==> config.mk <==
export PLATFORM = sky130hd
export DESIGN_NAME = branch_resolve_unit
export DESIGN_NICKNAME = d
export VERILOG_FILES = /design/src/rtl/branch_pkg.sv /design/src/rtl/branch_cond.sv /design/src/rtl/branch_resolve_unit.sv
export SDC_FILE = /design/constraint.sdc
export NUM_CORES = 1
export LEC_CHECK = 0
export CORE_AREA = 2 2 128 99
export DETAILED_ROUTE_END_ITERATION = 7
export DIE_AREA = 0 0 130 101
export GPL_TIMING_DRIVEN = 0
export PLACE_DENSITY_LB_ADDON = 0.05
export SYNTH_ARGS = -nofsm -noshare
export SYNTH_HDL_FRONTEND = slang
export SYNTH_SLANG_ARGS = --single-unit
==> constraint.sdc <==
create_clock -name clk -period 2.2 [get_ports clk]
set_input_delay 0.33 -clock clk [delete_from_list [all_inputs] [get_ports clk]]
set_output_delay 0.33 -clock clk [all_outputs]
set_load 0.05 [all_outputs]
==> src/rtl/branch_pkg.sv <==
// Shared constants for the branch resolution stage: condition-code encodings
// (ALUFunct[4:1]) and the condition-code width.
package branch_pkg;

  localparam int FUNCT_W = 4;

  localparam logic [FUNCT_W-1:0] F_BNE  = 4'b1000;
  localparam logic [FUNCT_W-1:0] F_BEQ  = 4'b1001;
  localparam logic [FUNCT_W-1:0] F_BLTZ = 4'b1100;
  localparam logic [FUNCT_W-1:0] F_BGEZ = 4'b1101;
  localparam logic [FUNCT_W-1:0] F_BLEZ = 4'b1110;
  localparam logic [FUNCT_W-1:0] F_BGTZ = 4'b1111;

endpackage

==> src/rtl/branch_cond.sv <==
// Combinational branch condition evaluator: signed two's-complement compare of
// rs (and rt for beq/bne) selected by the condition code.
module branch_cond
  import branch_pkg::*;
#(
  parameter int WIDTH = 32
) (
  input  logic [FUNCT_W-1:0] funct_i,
  input  logic [WIDTH-1:0]   a_i,
  input  logic [WIDTH-1:0]   b_i,
  output logic               taken_o,
  output logic               illegal_o
);

  logic a_neg_s;
  logic a_zero_s;
  logic a_eq_b_s;

  assign a_neg_s  = a_i[WIDTH-1];
  assign a_zero_s = (a_i == '0);
  assign a_eq_b_s = (a_i == b_i);

  // Undefined codes never take the branch.
  always_comb begin
    taken_o   = 1'b0;
    illegal_o = 1'b0;
    case (funct_i)
      F_BEQ:   taken_o = a_eq_b_s;
      F_BNE:   taken_o = ~a_eq_b_s;
      F_BLEZ:  taken_o = a_neg_s | a_zero_s;
      F_BGTZ:  taken_o = ~a_neg_s & ~a_zero_s;
      F_BLTZ:  taken_o = a_neg_s;
      F_BGEZ:  taken_o = ~a_neg_s;
      default: illegal_o = 1'b1;
    endcase
  end

endmodule

==> src/rtl/branch_resolve_unit.sv <==
// Registered EX-stage branch resolution: compares the actual outcome with the
// front-end prediction, pulses flush/redirect and squashes the wrong-path window.
module branch_resolve_unit
  import branch_pkg::*;
#(
  parameter int WIDTH       = 32,
  parameter int PC_WIDTH    = 32,
  parameter int KILL_CYCLES = 1,
  parameter int CNT_WIDTH   = 16
) (
  input  logic                 clk,
  input  logic                 reset,
  input  logic                 stall,
  input  logic                 in_valid,
  input  logic [FUNCT_W-1:0]   in_funct,
  input  logic [WIDTH-1:0]     in_a,
  input  logic [WIDTH-1:0]     in_b,
  input  logic                 in_pred_taken,
  input  logic [PC_WIDTH-1:0]  in_target,
  input  logic [PC_WIDTH-1:0]  in_fallthru,
  output logic                 in_ready,
  output logic                 res_valid,
  output logic                 res_taken,
  output logic                 res_illegal,
  output logic                 flush,
  output logic [PC_WIDTH-1:0]  redirect_pc,
  input  logic                 clr_stats,
  output logic [CNT_WIDTH-1:0] branch_cnt,
  output logic [CNT_WIDTH-1:0] mispred_cnt
);

  localparam logic [3:0]           KILL_INIT = 4'(KILL_CYCLES);
  localparam logic [CNT_WIDTH-1:0] CNT_MAX   = {CNT_WIDTH{1'b1}};
  localparam logic [CNT_WIDTH-1:0] CNT_ONE   = CNT_WIDTH'(1);

  logic                 cond_taken_s;
  logic                 cond_illegal_s;
  logic                 accept_s;
  logic                 mispredict_s;

  logic                 res_valid_q,   res_valid_d;
  logic                 res_taken_q,   res_taken_d;
  logic                 res_illegal_q, res_illegal_d;
  logic                 flush_q,       flush_d;
  logic [PC_WIDTH-1:0]  redirect_pc_q, redirect_pc_d;
  logic [3:0]           kill_q,        kill_d;
  logic [CNT_WIDTH-1:0] branch_cnt_q,  branch_cnt_d;
  logic [CNT_WIDTH-1:0] mispred_cnt_q, mispred_cnt_d;

  branch_cond #(
    .WIDTH (WIDTH)
  ) u_cond (
    .funct_i   (in_funct),
    .a_i       (in_a),
    .b_i       (in_b),
    .taken_o   (cond_taken_s),
    .illegal_o (cond_illegal_s)
  );

  assign in_ready = ~stall;
  assign accept_s = in_valid & ~stall;

  // Resolution, kill window and statistics next state; stall holds everything but clr_stats.
  always_comb begin
    res_valid_d   = res_valid_q;
    res_taken_d   = res_taken_q;
    res_illegal_d = res_illegal_q;
    flush_d       = flush_q;
    redirect_pc_d = redirect_pc_q;
    kill_d        = kill_q;
    branch_cnt_d  = branch_cnt_q;
    mispred_cnt_d = mispred_cnt_q;
    mispredict_s  = cond_taken_s ^ in_pred_taken;

    if (!stall) begin
      res_valid_d = 1'b0;
      flush_d     = 1'b0;
      if (accept_s) begin
        if (kill_q != 4'd0) begin
          kill_d = kill_q - 4'd1;
        end else begin
          res_valid_d   = 1'b1;
          res_taken_d   = cond_taken_s;
          res_illegal_d = cond_illegal_s;
          flush_d       = mispredict_s;
          redirect_pc_d = cond_taken_s ? in_target : in_fallthru;
          kill_d        = mispredict_s ? KILL_INIT : 4'd0;
        end
      end else begin
        kill_d = kill_q;
      end
      if (res_valid_d && (branch_cnt_q != CNT_MAX)) begin
        branch_cnt_d = branch_cnt_q + CNT_ONE;
      end else begin
        branch_cnt_d = branch_cnt_q;
      end
      if (flush_d && (mispred_cnt_q != CNT_MAX)) begin
        mispred_cnt_d = mispred_cnt_q + CNT_ONE;
      end else begin
        mispred_cnt_d = mispred_cnt_q;
      end
    end else begin
      kill_d = kill_q;
    end

    if (clr_stats) begin
      branch_cnt_d  = '0;
      mispred_cnt_d = '0;
    end else begin
      mispred_cnt_d = mispred_cnt_d;
    end
  end

  // State registers.
  always_ff @(posedge clk or posedge reset) begin
    if (reset) begin
      res_valid_q   <= 1'b0;
      res_taken_q   <= 1'b0;
      res_illegal_q <= 1'b0;
      flush_q       <= 1'b0;
      redirect_pc_q <= '0;
      kill_q        <= 4'd0;
      branch_cnt_q  <= '0;
      mispred_cnt_q <= '0;
    end else begin
      res_valid_q   <= res_valid_d;
      res_taken_q   <= res_taken_d;
      res_illegal_q <= res_illegal_d;
      flush_q       <= flush_d;
      redirect_pc_q <= redirect_pc_d;
      kill_q        <= kill_d;
      branch_cnt_q  <= branch_cnt_d;
      mispred_cnt_q <= mispred_cnt_d;
    end
  end

  assign res_valid   = res_valid_q;
  assign res_taken   = res_taken_q;
  assign res_illegal = res_illegal_q;
  assign flush       = flush_q;
  assign redirect_pc = redirect_pc_q;
  assign branch_cnt  = branch_cnt_q;
  assign mispred_cnt = mispred_cnt_q;

endmodule
# After elaboration in Yosys (flattened, before gate mapping)
# Index checks and enable logic that the tools add are counted.
# Widths: inputs -> output; s select.
dict set report totals {
  word_cells 58
  output_inout_bits 69
  inputBits 138
  regBits 72
}
dict set report classes {
  n_addsub 3
  n_eq_ne 10
  mux 17
  bitwise 9
  n_reduce_logical 11
}
# operator n
set ops {}
lappend ops {{$mux 16} 6}
lappend ops {{$add 16x1->16 const B} 2}
lappend ops {{$eq 32x32->1} 1}
lappend ops {{$logic_not 32->1} 1}
lappend ops {{$mux 32} 1}
lappend ops {{$ne 16x16->1 const B} 2}
lappend ops {{$eq 4x4->1 const B} 6}
lappend ops {{$mux 1} 8}
lappend ops {{$pmux 1 s6} 1}
lappend ops {{$reduce_and 2->1} 3}
lappend ops {{$reduce_or 6->1} 1}
lappend ops {{$not 1->1} 5}
lappend ops {{$mux 4} 1}
lappend ops {{$reduce_bool 2->1} 2}
lappend ops {{$reduce_bool 4->1} 1}
lappend ops {{$sub 4x1->4 const B} 1}
lappend ops {{$reduce_and 3->1} 1}
lappend ops {{$and 1x1->1} 2}
lappend ops {{$logic_and 1x1->1} 2}
lappend ops {{$ne 2x1->1 const B} 1}
lappend ops {{$or 1x1->1} 1}
lappend ops {{$xor 1x1->1} 1}

# Logic depth before layout (Yosys ltp)
dict set report depth {
  word_depth 12
  mapped_depth 11
  depth_no_buf 8
}

# Cells and area by module
# From an unflattened synthesis, not the netlist that was laid out.
dict set report hier_totals {
  cells_unflattened 426
  area_unflattened_um2 4000.1
}
# module cells_each area_per_inst_um2 seq_area_each_um2 n_inst
set modules_own_cells {}
lappend modules_own_cells {branch_resolve_unit 361 3498.4 1801.7 1}
lappend modules_own_cells {branch_cond 65 501.7 0.0 1}

# Worst setup path before layout
# Ideal clock, no wire load.
dict set report synth_path {
  kind {reg-to-reg}
  start {register mispred_cnt_q[3], in the netlist mispred_cnt[3]}
  end {register mispred_cnt_q[15], in the netlist mispred_cnt[15]}
  path_buffers 0
  t_required_ps 2072
  slack_ps -347
  stages_incl_launch_ff 8
  arrival_time_ps 2420
  period_less_slack_ps 2547
  setup_time_ps 128
  path_cell_list {dfrtp_1 > and3_1 > nand4_1 > nor3_1 > nand2_2 > or4_1 > o31ai_1 > mux2_1}
}
dict set report synth_via {
  elab_chain_cells 4
  elab_cells_between_ends 8
  cone_classes {1 x add/sub; 1 x eq/ne; 3 x mux; 3 x reduce/logical}
}
# element line
set synth_rtl {}
lappend synth_rtl {{start, declared} branch_resolve_unit.sv:48} ;# logic [CNT_WIDTH-1:0] mispred_cnt_q, mispred_cnt_d;
lappend synth_rtl {{start signal, assigned} branch_resolve_unit.sv:133} ;# mispred_cnt_q <= mispred_cnt_d;
lappend synth_rtl {{$add 16x1->16 or $ne 16x16->1 (tied branches)} {branch_resolve_unit.sv:98, branch_resolve_unit.sv:97}}
lappend synth_rtl {{$mux 16 or $logic_and 1x1->1 (tied branches)} branch_resolve_unit.sv:97} ;# if (flush_d && (mispred_cnt_q != CNT_MAX)) begin
lappend synth_rtl {{$mux 16 or $reduce_bool 2->1 (tied branches)} n/a}
lappend synth_rtl {{$mux 16 or $reduce_and 2->1 (tied branches)} n/a}
# Parallel ways exist; a longest one is shown, timed or not. The select of a mux whose other input is x is not followed.
# A chain may end at the register's enable or synchronous reset.

# Final worst setup path
dict set report layout_path {
  start {register kill_q[1]}
  end {register mispred_cnt_q[11], in the netlist mispred_cnt[11]}
}
dict set report layout_via {
  elab_chain_cells 7
}
# element line
set layout_rtl {}
lappend layout_rtl {{start, declared} branch_resolve_unit.sv:46} ;# logic [3:0] kill_q, kill_d;
lappend layout_rtl {{start signal, assigned} branch_resolve_unit.sv:131} ;# kill_q <= kill_d;
lappend layout_rtl {{$reduce_bool 4->1} branch_resolve_unit.sv:79} ;# if (kill_q != 4'd0) begin
lappend layout_rtl {{$mux 1} branch_resolve_unit.sv:79}
lappend layout_rtl {{$mux 1} branch_resolve_unit.sv:78} ;# if (accept_s) begin
lappend layout_rtl {{$mux 1} branch_resolve_unit.sv:75} ;# if (!stall) begin
lappend layout_rtl {{$logic_and 1x1->1} branch_resolve_unit.sv:97}
lappend layout_rtl {{$reduce_bool 2->1 (no source line)} n/a}
lappend layout_rtl {{$reduce_and 2->1 (no source line)} n/a}
# Every way passes these cells. The select of a mux whose other input is x is not followed.

==> impl_metrics.toml <==
[setup_path]
worstPathArrival_ns = 2.73
cp-end-kind = "flop"
path_class = "flop to flop"
worstPathMaxFanout = 6
start_kind = "flop"
reg2regPathDepth = 8
critPathRequiredTime_ns = 2.42

[logic_synthesis]
yosysSeqAreaShare_pct = 42.0
syn_nets = 599
synth.distinct_cells = 46
synthArstFlopShare_pct = 100
ys_top_cells_by_count = "dfrtp_1, nand2_1, nor2_1"
synth_edf_count = 0
netlist_instances = 459
synth_top_cell_area_share_pct = 42.0
ys.flop_type = "dfrtp_1"
synthTopCellsByArea = "dfrtp_1, mux2i_1, xnor2_1"
synth_seq_cells = 72
syn_area_sq_mm = 0.00429
yosysWarnings = 0
synth.most_common_cell = "dfrtp_1"
yosysTopAreaCell = "dfrtp_1"
syn_area_per_cell_sq_um = 9.34

[pwr]
p_leak_nw = 3.35
finalPower_w = 0.00543
vdd_ir_drop_max_mv = 0.365
pwr_density_cell_mw_per_mm2 = 700

[clocking]
clkSinkCount = 72
htreeDepth = 3
clk_path_buf_depth = 2
cts.clk_slew.worst_paths_ns = 0.06
cts_made_buffers = 9
cts_tree = "done"
cts-root-buf = "clkbuf_16"
clk_latency_ns = 0.33

[sta]
setup_viol = 62
tightest_slew_ns = 0.554
post-route-period-util_pct = 114
layout_setup_ws_ns = -0.309
drv_slew = 0
skew_ns = 0.00961
grt_setup_unrepaired = "yes"
fin_hold_ws_ns = 0.328
slew_headroom_pct = 62.9
finalCriticalPeriod_ns = 2.51
hold_viol = 0
clock.fmax_ghz = 0.399
final.setup.tns_ns = -8.91

[drt]
dr.first_iter.drc_count = 218
drcViolationCount = 0
wl_per_cell_microns = 17.7
vias_per_cell = 5.04
ant_nets = 0
vias = 4484
wirelength_microns = 15800
drt_first_pass_iters = 4

[floorplan]
rows = 35
dieArea_sq_mm = 0.0131
die_height_microns = 101
die_x_microns = 130
ios = 207
coreArea_sq_mm = 0.0120
start_util_pct = 35.9

[place]
io_buffers = 205
globalplace.congestion = 0.900
placed_area_sq_mm = 0.00662
hpwl_microns = 11100

[finish]
final_util_pct = 64.9
fill_cells = 958
layout-drive-gt1-share_pct = 33.1
syn2layout_area_growth_pct = 81.0
antenna_cells = 0
fin_area_sq_mm = 0.00776
final_nets = 859

[outcome]
status = "finished with violations"
violations = "negative setup slack"

[global_route]
grt_pass1_vias = 4468
grt_overflow = 0
grt_max_degree = 47
track_usage_pct = 23.9
grt_antenna_before_repair = 0
grt_pass1_wl_microns = 24100

[min_path]
hp-class = "input pin to asynchronous set/reset pin"

[run]
drv_cap = 0
cell families (layout without fill, tap and decap cells):
group                    after synthesis  in the layout  synth area share (%)
AND/OR/NAND/NOR                      204            204                  24.4
flip-flops                            72             72                  42.0
AO/OA/AOI/OAI                         56             56                  7.62
multiplexers                          54             54                  13.0
XOR/XNOR                              46             46                  9.40
buffers and inverters                 25            290                  2.92
adder cells (fa/ha/maj)                2              2                 0.584
layout make-up:
type | instances | area, sq um | share of cell area (%)
buffer | 18 | 170 | 2.19
clock buffer | 9 | 225 | 2.90
clock inverter | 7 | 118 | 1.52
inverter | 4 | 17.5 | 0.226
multi-input combinational | 362 | 2910 | 37.5
sequential | 72 | 1820 | 23.4
tap | 166 | 208 | 2.68
timing repair buffer | 252 | 2290 | 29.5
what timing repair did:
item                                    in CTS  in global routing
endpoints found under the setup margin      59                 64
hold buffers                                 0                  0
gates cloned                                 4                  0
pin swaps                                   63                 29
buffers inserted                            33                 17
gates resized for setup                    346                 62
final timing paths:
path                                 from              end  slack, ns
max                             kill_q[1]  mispred_cnt[11]      -0.31
min                                 reset    branch_cnt[6]       0.33
max reg2reg                     kill_q[1]  mispred_cnt[11]      -0.31
min reg2reg                redirect_pc[4]   redirect_pc[4]       0.48
max in group asynchronous           reset   mispred_cnt[0]       1.31
min in group clk                    stall        res_valid       0.43
critical path, cell delays in order (launching register included):
cell and delay [ns]:
dfrtp_1 0.38, or4b_4 0.58, or3_1 0.34, buf_6 0.14
nor2_4 0.19, nand2_2 0.09, a211o_1 0.26, o31ai_2 0.08
mux2_1 0.34
power breakdown:
group | switching, W | internal [W] | total (W)
registers | 0.000107 | 0.00153 | 0.00163
clock network | 0.000578 | 0.00111 | 0.00169
logic | 0.00127 | 0.000849 | 0.00211
cells in the final DEF, fill, tap and decap left out, types with 14 or more instances in the layout:
cell type / n
buf_2: 40
buf_4: 29
buf_6: 23
clkdlybuf4s50_1: 138
dfrtp_1: 59
mux2i_1: 26
nand2_1: 54
nand4_1: 20
nor2_1: 36
nor2b_1: 15
o21ai_1: 33
xnor2_1: 23
xnor2_2: 14
sequential cells by signal, summed over array words and instances (netlist names):
register     cells
redirect_pc     32
branch_cnt      16
mispred_cnt     16
kill_q           4
flush            1
res_illegal      1
res_taken        1
res_valid        1
stage by stage:
step / cells / setup slack (ns)
2_1_floorplan: 459 / -0.164
3_3_place_gp: 830 / -1.51
3_5_place_dp: 831 / -1.02
4_1_cts: 880 / -0.347
5_1_grt: 890 / -0.388
6_report: 890 / -0.309
routing by layer:
metal | wire (microns) | GRT usage, %
met3 | 1170 | 6.00
met2 | 7760 | 40.6
met4 | 159 | 5.54
met5 | 0 | 0
met1 | 6690 | 30.7
Note: power is estimated with default switching activity, not from simulation.
